[src/rtl/onehot_bcd_entry.sv]
// onehot_bcd_entry: one-hot keypad digit entry register with backspace/clear and a valid/ready commit holding register
module onehot_bcd_entry #(
  parameter int DIGITS     = 4,
  parameter bit STICKY_ERR = 1'b1
) (
  input  logic                         clk,
  input  logic                         rst_n,
  input  logic                         key_valid,
  input  logic [9:0]                   key_onehot,
  input  logic                         backspace,
  input  logic                         clear,
  input  logic                         enter,
  output logic [4*DIGITS-1:0]          entry_bcd,
  output logic [$clog2(DIGITS+1)-1:0]  digit_count,
  output logic                         full,
  output logic                         key_accept,
  output logic                         err,
  output logic                         ovf,
  output logic [4*DIGITS-1:0]          value_bcd,
  output logic                         value_valid,
  input  logic                         value_ready
);
  localparam int W  = 4 * DIGITS;
  localparam int CW = $clog2(DIGITS + 1);
  localparam logic [CW-1:0] MAX_CNT = CW'(DIGITS);

  typedef enum logic {IDLE, HOLD} state_e;

  state_e          state_q, state_d;
  logic [W-1:0]    entry_q, entry_d, value_q, value_d;
  logic [CW-1:0]   cnt_q, cnt_d;
  logic            key_accept_q, key_accept_d, err_q, err_d, ovf_q, ovf_d;
  logic [3:0]      key_dig;
  logic            one_hot;

  assign one_hot     = $onehot(key_onehot);
  assign full        = cnt_q == MAX_CNT;
  assign entry_bcd   = entry_q;
  assign digit_count = cnt_q;
  assign key_accept  = key_accept_q;
  assign err         = err_q;
  assign ovf         = ovf_q;
  assign value_bcd   = value_q;
  assign value_valid = state_q == HOLD;

  // decode the one-hot key to its digit value
  always_comb begin
    key_dig = '0;
    for (int i = 0; i < 10; i++)
      if (key_onehot[i]) key_dig = 4'(i);
  end

  // next-state: clear > enter > backspace > key, with the commit handshake alongside
  always_comb begin
    entry_d      = entry_q;
    cnt_d        = cnt_q;
    key_accept_d = 1'b0;
    err_d        = STICKY_ERR ? err_q : 1'b0;
    ovf_d        = ovf_q;
    value_d      = value_q;
    state_d      = (state_q == HOLD && value_ready) ? IDLE : state_q;
    if (clear) begin
      entry_d = '0;
      cnt_d   = '0;
      err_d   = 1'b0;
      ovf_d   = 1'b0;
    end else if (enter) begin
      if (state_q == IDLE) begin
        value_d = entry_q;
        state_d = HOLD;
        entry_d = '0;
        cnt_d   = '0;
        err_d   = 1'b0;
        ovf_d   = 1'b0;
      end
    end else if (backspace) begin
      if (cnt_q != '0) begin
        entry_d = entry_q >> 4;
        cnt_d   = cnt_q - CW'(1);
        ovf_d   = 1'b0;
      end
    end else if (key_valid) begin
      if (!one_hot) err_d = 1'b1;
      else if (full) ovf_d = 1'b1;
      else begin
        entry_d      = W'({entry_q, key_dig});
        cnt_d        = cnt_q + CW'(1);
        key_accept_d = 1'b1;
      end
    end
  end

  // state registers, cleared asynchronously
  always_ff @(posedge clk or negedge rst_n) begin
    if (!rst_n) begin
      state_q      <= IDLE;
      entry_q      <= '0;
      cnt_q        <= '0;
      key_accept_q <= 1'b0;
      err_q        <= 1'b0;
      ovf_q        <= 1'b0;
      value_q      <= '0;
    end else begin
      state_q      <= state_d;
      entry_q      <= entry_d;
      cnt_q        <= cnt_d;
      key_accept_q <= key_accept_d;
      err_q        <= err_d;
      ovf_q        <= ovf_d;
      value_q      <= value_d;
    end
  end
endmodule

[config.mk]
export PLATFORM = sky130hd
export DESIGN_NAME = onehot_bcd_entry
export DESIGN_NICKNAME = d
export VERILOG_FILES = /design/src/rtl/onehot_bcd_entry.sv
export SDC_FILE = /design/constraint.sdc
export NUM_CORES = 1
export LEC_CHECK = 0
export CORE_ASPECT_RATIO = 1.1
export CORE_UTILIZATION = 49
export CTS_BUF_LIST = sky130_fd_sc_hd__clkbuf_4 sky130_fd_sc_hd__clkbuf_8
export CTS_CLUSTER_DIAMETER = 80
export CTS_CLUSTER_SIZE = 10
export DETAILED_ROUTE_END_ITERATION = 8
export HOLD_SLACK_MARGIN = 0.06
export PLACE_DENSITY_LB_ADDON = 0.08
export SETUP_SLACK_MARGIN = 0.4
export SLEW_MARGIN = 20
export SYNTH_ARGS = -nofsm -noshare
export SYNTH_HDL_FRONTEND = slang
export SYNTH_SLANG_ARGS = --single-unit
[constraint.sdc]
create_clock -name clk -period 2.1 [get_ports clk]
set_input_delay 0.315 -clock clk [delete_from_list [all_inputs] [get_ports clk]]
set_output_delay 0.315 -clock clk [all_outputs]
set_load 0.05 [all_outputs]
== After elaboration in Yosys (flattened, before gate mapping) ==
Cells that the tools add are included.
Word-level totals
  register bits after elaboration: 39
  output and inout port bits: 40
  logic and storage cells: 85
Operators by class
  add/sub/neg operators: 11
  equal/unequal tests: 7
  muxes and demuxes: 48
  bitwise gates (word level): 2
  reductions and logical operators: 10
Operator list (number)
  $mux W16: 8
  $mux W3: 10
  $mux W1: 24
  $mux W4: 4
  $reduce_bool A4 Y1: 3
  $add A1 B1 Y2: 5
  $reduce_and A5 Y1: 2
  $add A2 B2 Y3: 2
  $ne A3 B3 Y1 const B: 2
  $reduce_bool A3 Y1: 2
  $add A3 B3 Y4: 1
  $add A4 B2 Y4: 1
  $eq A4 B1 Y1 const B: 1
  $mux W2: 2
  $ne A4 B1 Y1 const B: 1
  $ne A4 B4 Y1 const B: 1
  $reduce_and A4 Y1: 1
  $add A3 B1 Y3 const B: 1
  $eq A3 B3 Y1 const B: 1
  $ne A3 B1 Y1 const B: 1
  $reduce_and A3 Y1: 1
  $sub A3 B1 Y3 const B: 1
  $not A1 Y1: 2
  $logic_and A1 B1 Y1: 1

== Depth between registers and ports, before layout ==
  depth after elaboration: 15
  mapped depth: 15
  mapped depth without buffers: 13

== Least setup slack after synthesis ==
Ideal clock, no wire load.
  path type: input-to-reg
  from: input key_onehot[0]
  to: register cnt_q[2], in the netlist digit_count[2]
  arrival time: 3587 ps
  required time: 2017 ps
  slack: -1569 ps
  stages: 13
  path buffers: 1
  path through: fa_1 -> fa_1 -> inv_1 -> fa_1 -> inv_1 -> ha_1 -> inv_1 -> fa_1 -> o2111ai_1 -> o31a_1 -> buf_2 -> or4_1 -> o21ai_0
Between the ends
  longest elaborated chain between the ends: 7
RTL lines
  from (decl): RTL line 9  | input logic [9:0] key_onehot,
  $add A1 B1 Y2 (implied by the code): RTL line 36  | assign one_hot = $onehot(key_onehot);
  $add A2 B2 Y3 (implied by the code): RTL line 36
  $add A3 B3 Y4 (implied by the code): RTL line 36
  $add A4 B2 Y4 (implied by the code): RTL line 36
  $eq A4 B1 Y1: RTL line 36
  $reduce_bool A4 Y1 (no source line)
  $reduce_and A5 Y1 (no source line)
  to (signal assigned): RTL line 106  | cnt_q <= cnt_d;
  to (decl): RTL line 31  | logic [CW-1:0] cnt_q, cnt_d;
No other way between the ends.
A chain may end at the register's enable or synchronous reset.

== Worst setup path in the final report ==
  from: input key_onehot[3]
  to: register entry_q[15], in the netlist entry_bcd[15]
Between the ends
  longest elaborated chain between the ends: 7
RTL lines
  $add A1 B1 Y2 (implied by the code): RTL line 36
  $add A2 B2 Y3 (implied by the code): RTL line 36
  $add A3 B3 Y4 (implied by the code): RTL line 36
  $add A4 B2 Y4 (implied by the code): RTL line 36
  $eq A4 B1 Y1: RTL line 36
  $reduce_bool A4 Y1 (no source line)
  $reduce_and A5 Y1 (no source line)
  to (signal assigned): RTL line 105  | entry_q <= entry_d;
  to (decl): RTL line 30  | logic [W-1:0] entry_q, entry_d, value_q, value_d;
No other way between the ends.

==> results.py <==
metrics = {
    "floorplan": {
        "die-area_um2": 4224,
        "initial_core_util_pct": 52.38,
        "num_rows": 23,
        "core_area_um2": 3712,
        "die_height_um": 68.07,
        "die_x_um": 62.06,
        "pin_count": 57,
    },
    "cts": {
        "cts_buffer_depth": 2,
        "cts-buffers-inserted": 5,
        "path_clk_slew_ps": 80,
        "cts_tree": "built",
        "clk_latency_ps": 290,
        "h-tree-depth": 2,
        "cts-root-buf": "clkbuf_8",
        "cts.sinks": 39,
    },
    "critical_path": {
        "arrival_ps": 3710,
        "criticalPathCategory": "in2reg",
        "slowest_stage": "fa_1",
        "cp_num_buf_inv": 6,
        "required_ps": 2280,
        "max_stage_delay_ps": 580,
        "r2r_start": "digit_count[0]",
        "path_delay_family": "adder cells",
        "crit_path_cell_trace": "buf_8, fa_1, fa_1, inv_2, fa_1, inv_1, ha_2, inv_2, fa_2, o2111ai_2, o31a_1, buf_6, clkbuf_16, a22o_1",
        "cp_max_fo": 8,
        "setup.worst_path.start": "key_onehot[3]",
        "cp-start-kind": "input pin",
        "path_common_cell": "fa_1",
        "worstSetupEndpointType": "flop",
    },
    "synthesis": {
        "ys_ff_latch": 39,
        "ys.warnings.count": 0,
        "synth_largest_area_cell": "dfrtp_1",
        "syn-mean-instance-area_um2": 11.44,
        "synthDominantCellAreaShare_pct": 50.19,
        "synthCells": 170,
        "synthDistinctLibCells": 33,
        "syn_area_um2": 1944,
        "synthTopCellsByArea": "dfrtp_1, mux2_2, fa_1",
        "yosysSeqAreaShare_pct": 50.19,
        "syn_nets": 196,
    },
    "grt": {
        "grt_max_degree": 24,
        "grt_pass1_wl_um": 8093,
        "antenna_found_initial": 0,
        "grt_pass1_vias": 1703,
        "grt-ovfl-total": 0,
        "grt_util_all_layers_pct": 27.33,
    },
    "min_path": {
        "hp-class": "in2async",
    },
    "route": {
        "wl_um": 5366,
        "drt_iter0_drc": 52,
        "drtPass1Iterations": 4,
        "via_per_inst": 5.680,
        "drc": 0,
        "vias": 1738,
        "wire_per_inst_um": 17.54,
        "drtAntennaViolNets": 0,
    },
    "power": {
        "cellLeakagePower_uw": 0.001631,
        "p_per_area_nw_per_um2": 722.4,
        "max-vdd-ir-drop_mv": 0.5906,
    },
    "timing": {
        "finalCritPeriodShare_pct": 168.3,
        "finalMaxSlewViolations": 0,
        "slew_headroom_pct": 63.57,
        "rsz0062_at_grt": "true",
        "fin_crit_ps": 3535,
        "tightest_slew_ps": 541.5,
        "hold_viol": 0,
        "fmax_mhz": 282.9,
        "timing.clock.skew_ps": 8.728,
        "layout_setup_ws_ps": -1435,
        "setup_viol": 22,
    },
    "placed_design": {
        "portBuffers": 56,
        "hpwl_um": 3689,
        "place.gp.congestion": 0.8138,
        "dp_slack_ps": -2155,
    },
    "cells_and_area": {
        "area_growth_pct": 57.53,
        "final_layout_size_suffix_gt1_share_pct": 35.16,
        "nNetsFinal": 281,
        "mostFrequentLayoutCells": "dfrtp_1, dlygate4sd2_1, buf_4, mux2_2, inv_1",
        "final_util_pct": 82.51,
        "multi_input_area_um2": 1052,
        "antenna-diode-count": 0,
        "fillers": 220,
        "regArea_um2": 977.2,
    },
    "run_status": {
        "violations": "negative setup slack",
        "status": "complete, but fails checks",
    },
    "run": {
        "drv_cap": 0,
    },
}
## report_power, final
group          switching, uW  leakage [uW]  total, uW  internal [uW]
Clock                    266     0.0000612        650            385
Sequential              27.9      0.000538        808            780
Combinational            435       0.00103        754            319
Total                    729       0.00163       2210           1480
## flip-flops by register name, indices dropped and copies added, names as in the netlist
name,cells
err,1
value_valid,1
entry_bcd,16
ovf,1
key_accept,1
digit_count,3
value_bcd,16
## stage by stage
stage / total power, uW / cells / area, um2 / hold WS (ps) / setup TNS, ps
2_1_floorplan: 1199 / 170 / 1981 / 19.41 / -31130
3_3_place_gp: 1431 / 291 / 2753 / 255.8 / -41500
3_5_place_dp: 1461 / 291 / 2753 / 263.9 / -44520
4_1_cts: 2147 / 305 / 2935 / 488.3 / -31020
5_1_grt: 2302 / 306 / 3063 / 513.3 / -31640
6_report: 2213 / 306 / 3063 / 479.1 / -29760
## cell type report
class                   count  area share, %
clock buffers               6          2.696
clock inverters             2          1.144
inverters                  15          1.838
multi-input cells         107          34.35
flip-flops and latches     39          31.90
well taps                  50          2.042
repair buffers             87          26.02
## what timing repair did
item                                    CTS  global route
endpoints found under the setup margin   62            24
cloned                                    0             1
setup buffers                             5             0
resized for setup                        77            25
hold endpoints to repair                 16             0
hold buffers                              1             0
pin swaps                                10            11
## Yosys cell counts
cell,n
or4_1,1
nor4_1,4
a2111oi_0,1
a21o_1,2
a211oi_1,1
a31oi_1,1
buf_2,2
fa_1,7
ha_1,2
o21ai_0,4
o21a_1,1
and3b_1,1
a21oi_1,5
o31ai_1,11
o41ai_1,1
a211o_1,2
mux2i_1,8
nand2_1,16
a22o_1,4
nor2_1,6
nor4b_1,1
dfrtp_1,39
or2_2,1
xnor2_1,1
o2111ai_1,1
nand2b_1,1
nor3b_2,1
a22oi_1,1
nor3_1,5
inv_1,15
o31a_1,1
clkbuf_1,7
mux2_2,16
## per-layer routing
| metal | share of wire, % | track usage, % | vias to the layer above |
|---|---|---|---|
| met5 | 0 | 0 | - |
| met4 | 1.5 | 9.722 | 0 |
| met3 | 3.5 | 5.293 | 11 |
| met2 | 56 | 49.07 | 65 |
| met1 | 39 | 31.73 | 885 |
| li1 | - | - | 777 |
## worst paths after layout
| kind | end | slack (ps) | depth (start not counted) |
|---|---|---|---|
| max in group asynchronous | entry_bcd[0] | 980 | 3 |
| max reg2reg | digit_count[0] | 180 | 7 |
| min reg2reg | ovf | 500 | 1 |
| max | entry_bcd[15] | -1440 | 14 |
| min in group clk | ovf | 500 | 1 |
| min | entry_bcd[7] | 480 | 2 |
## cell families after synthesis
logic type               synth area share (%)
AO/OA/AOI/OAI                           13.32
adder cells (fa/ha/maj)                 8.494
buffers and inverters                   4.762
multiplexers                            13.38
flip-flops                              50.19
XOR/XNOR                               0.4505
AND/OR/NAND/NOR                         9.395
Power figures use the tool's default switching activity.
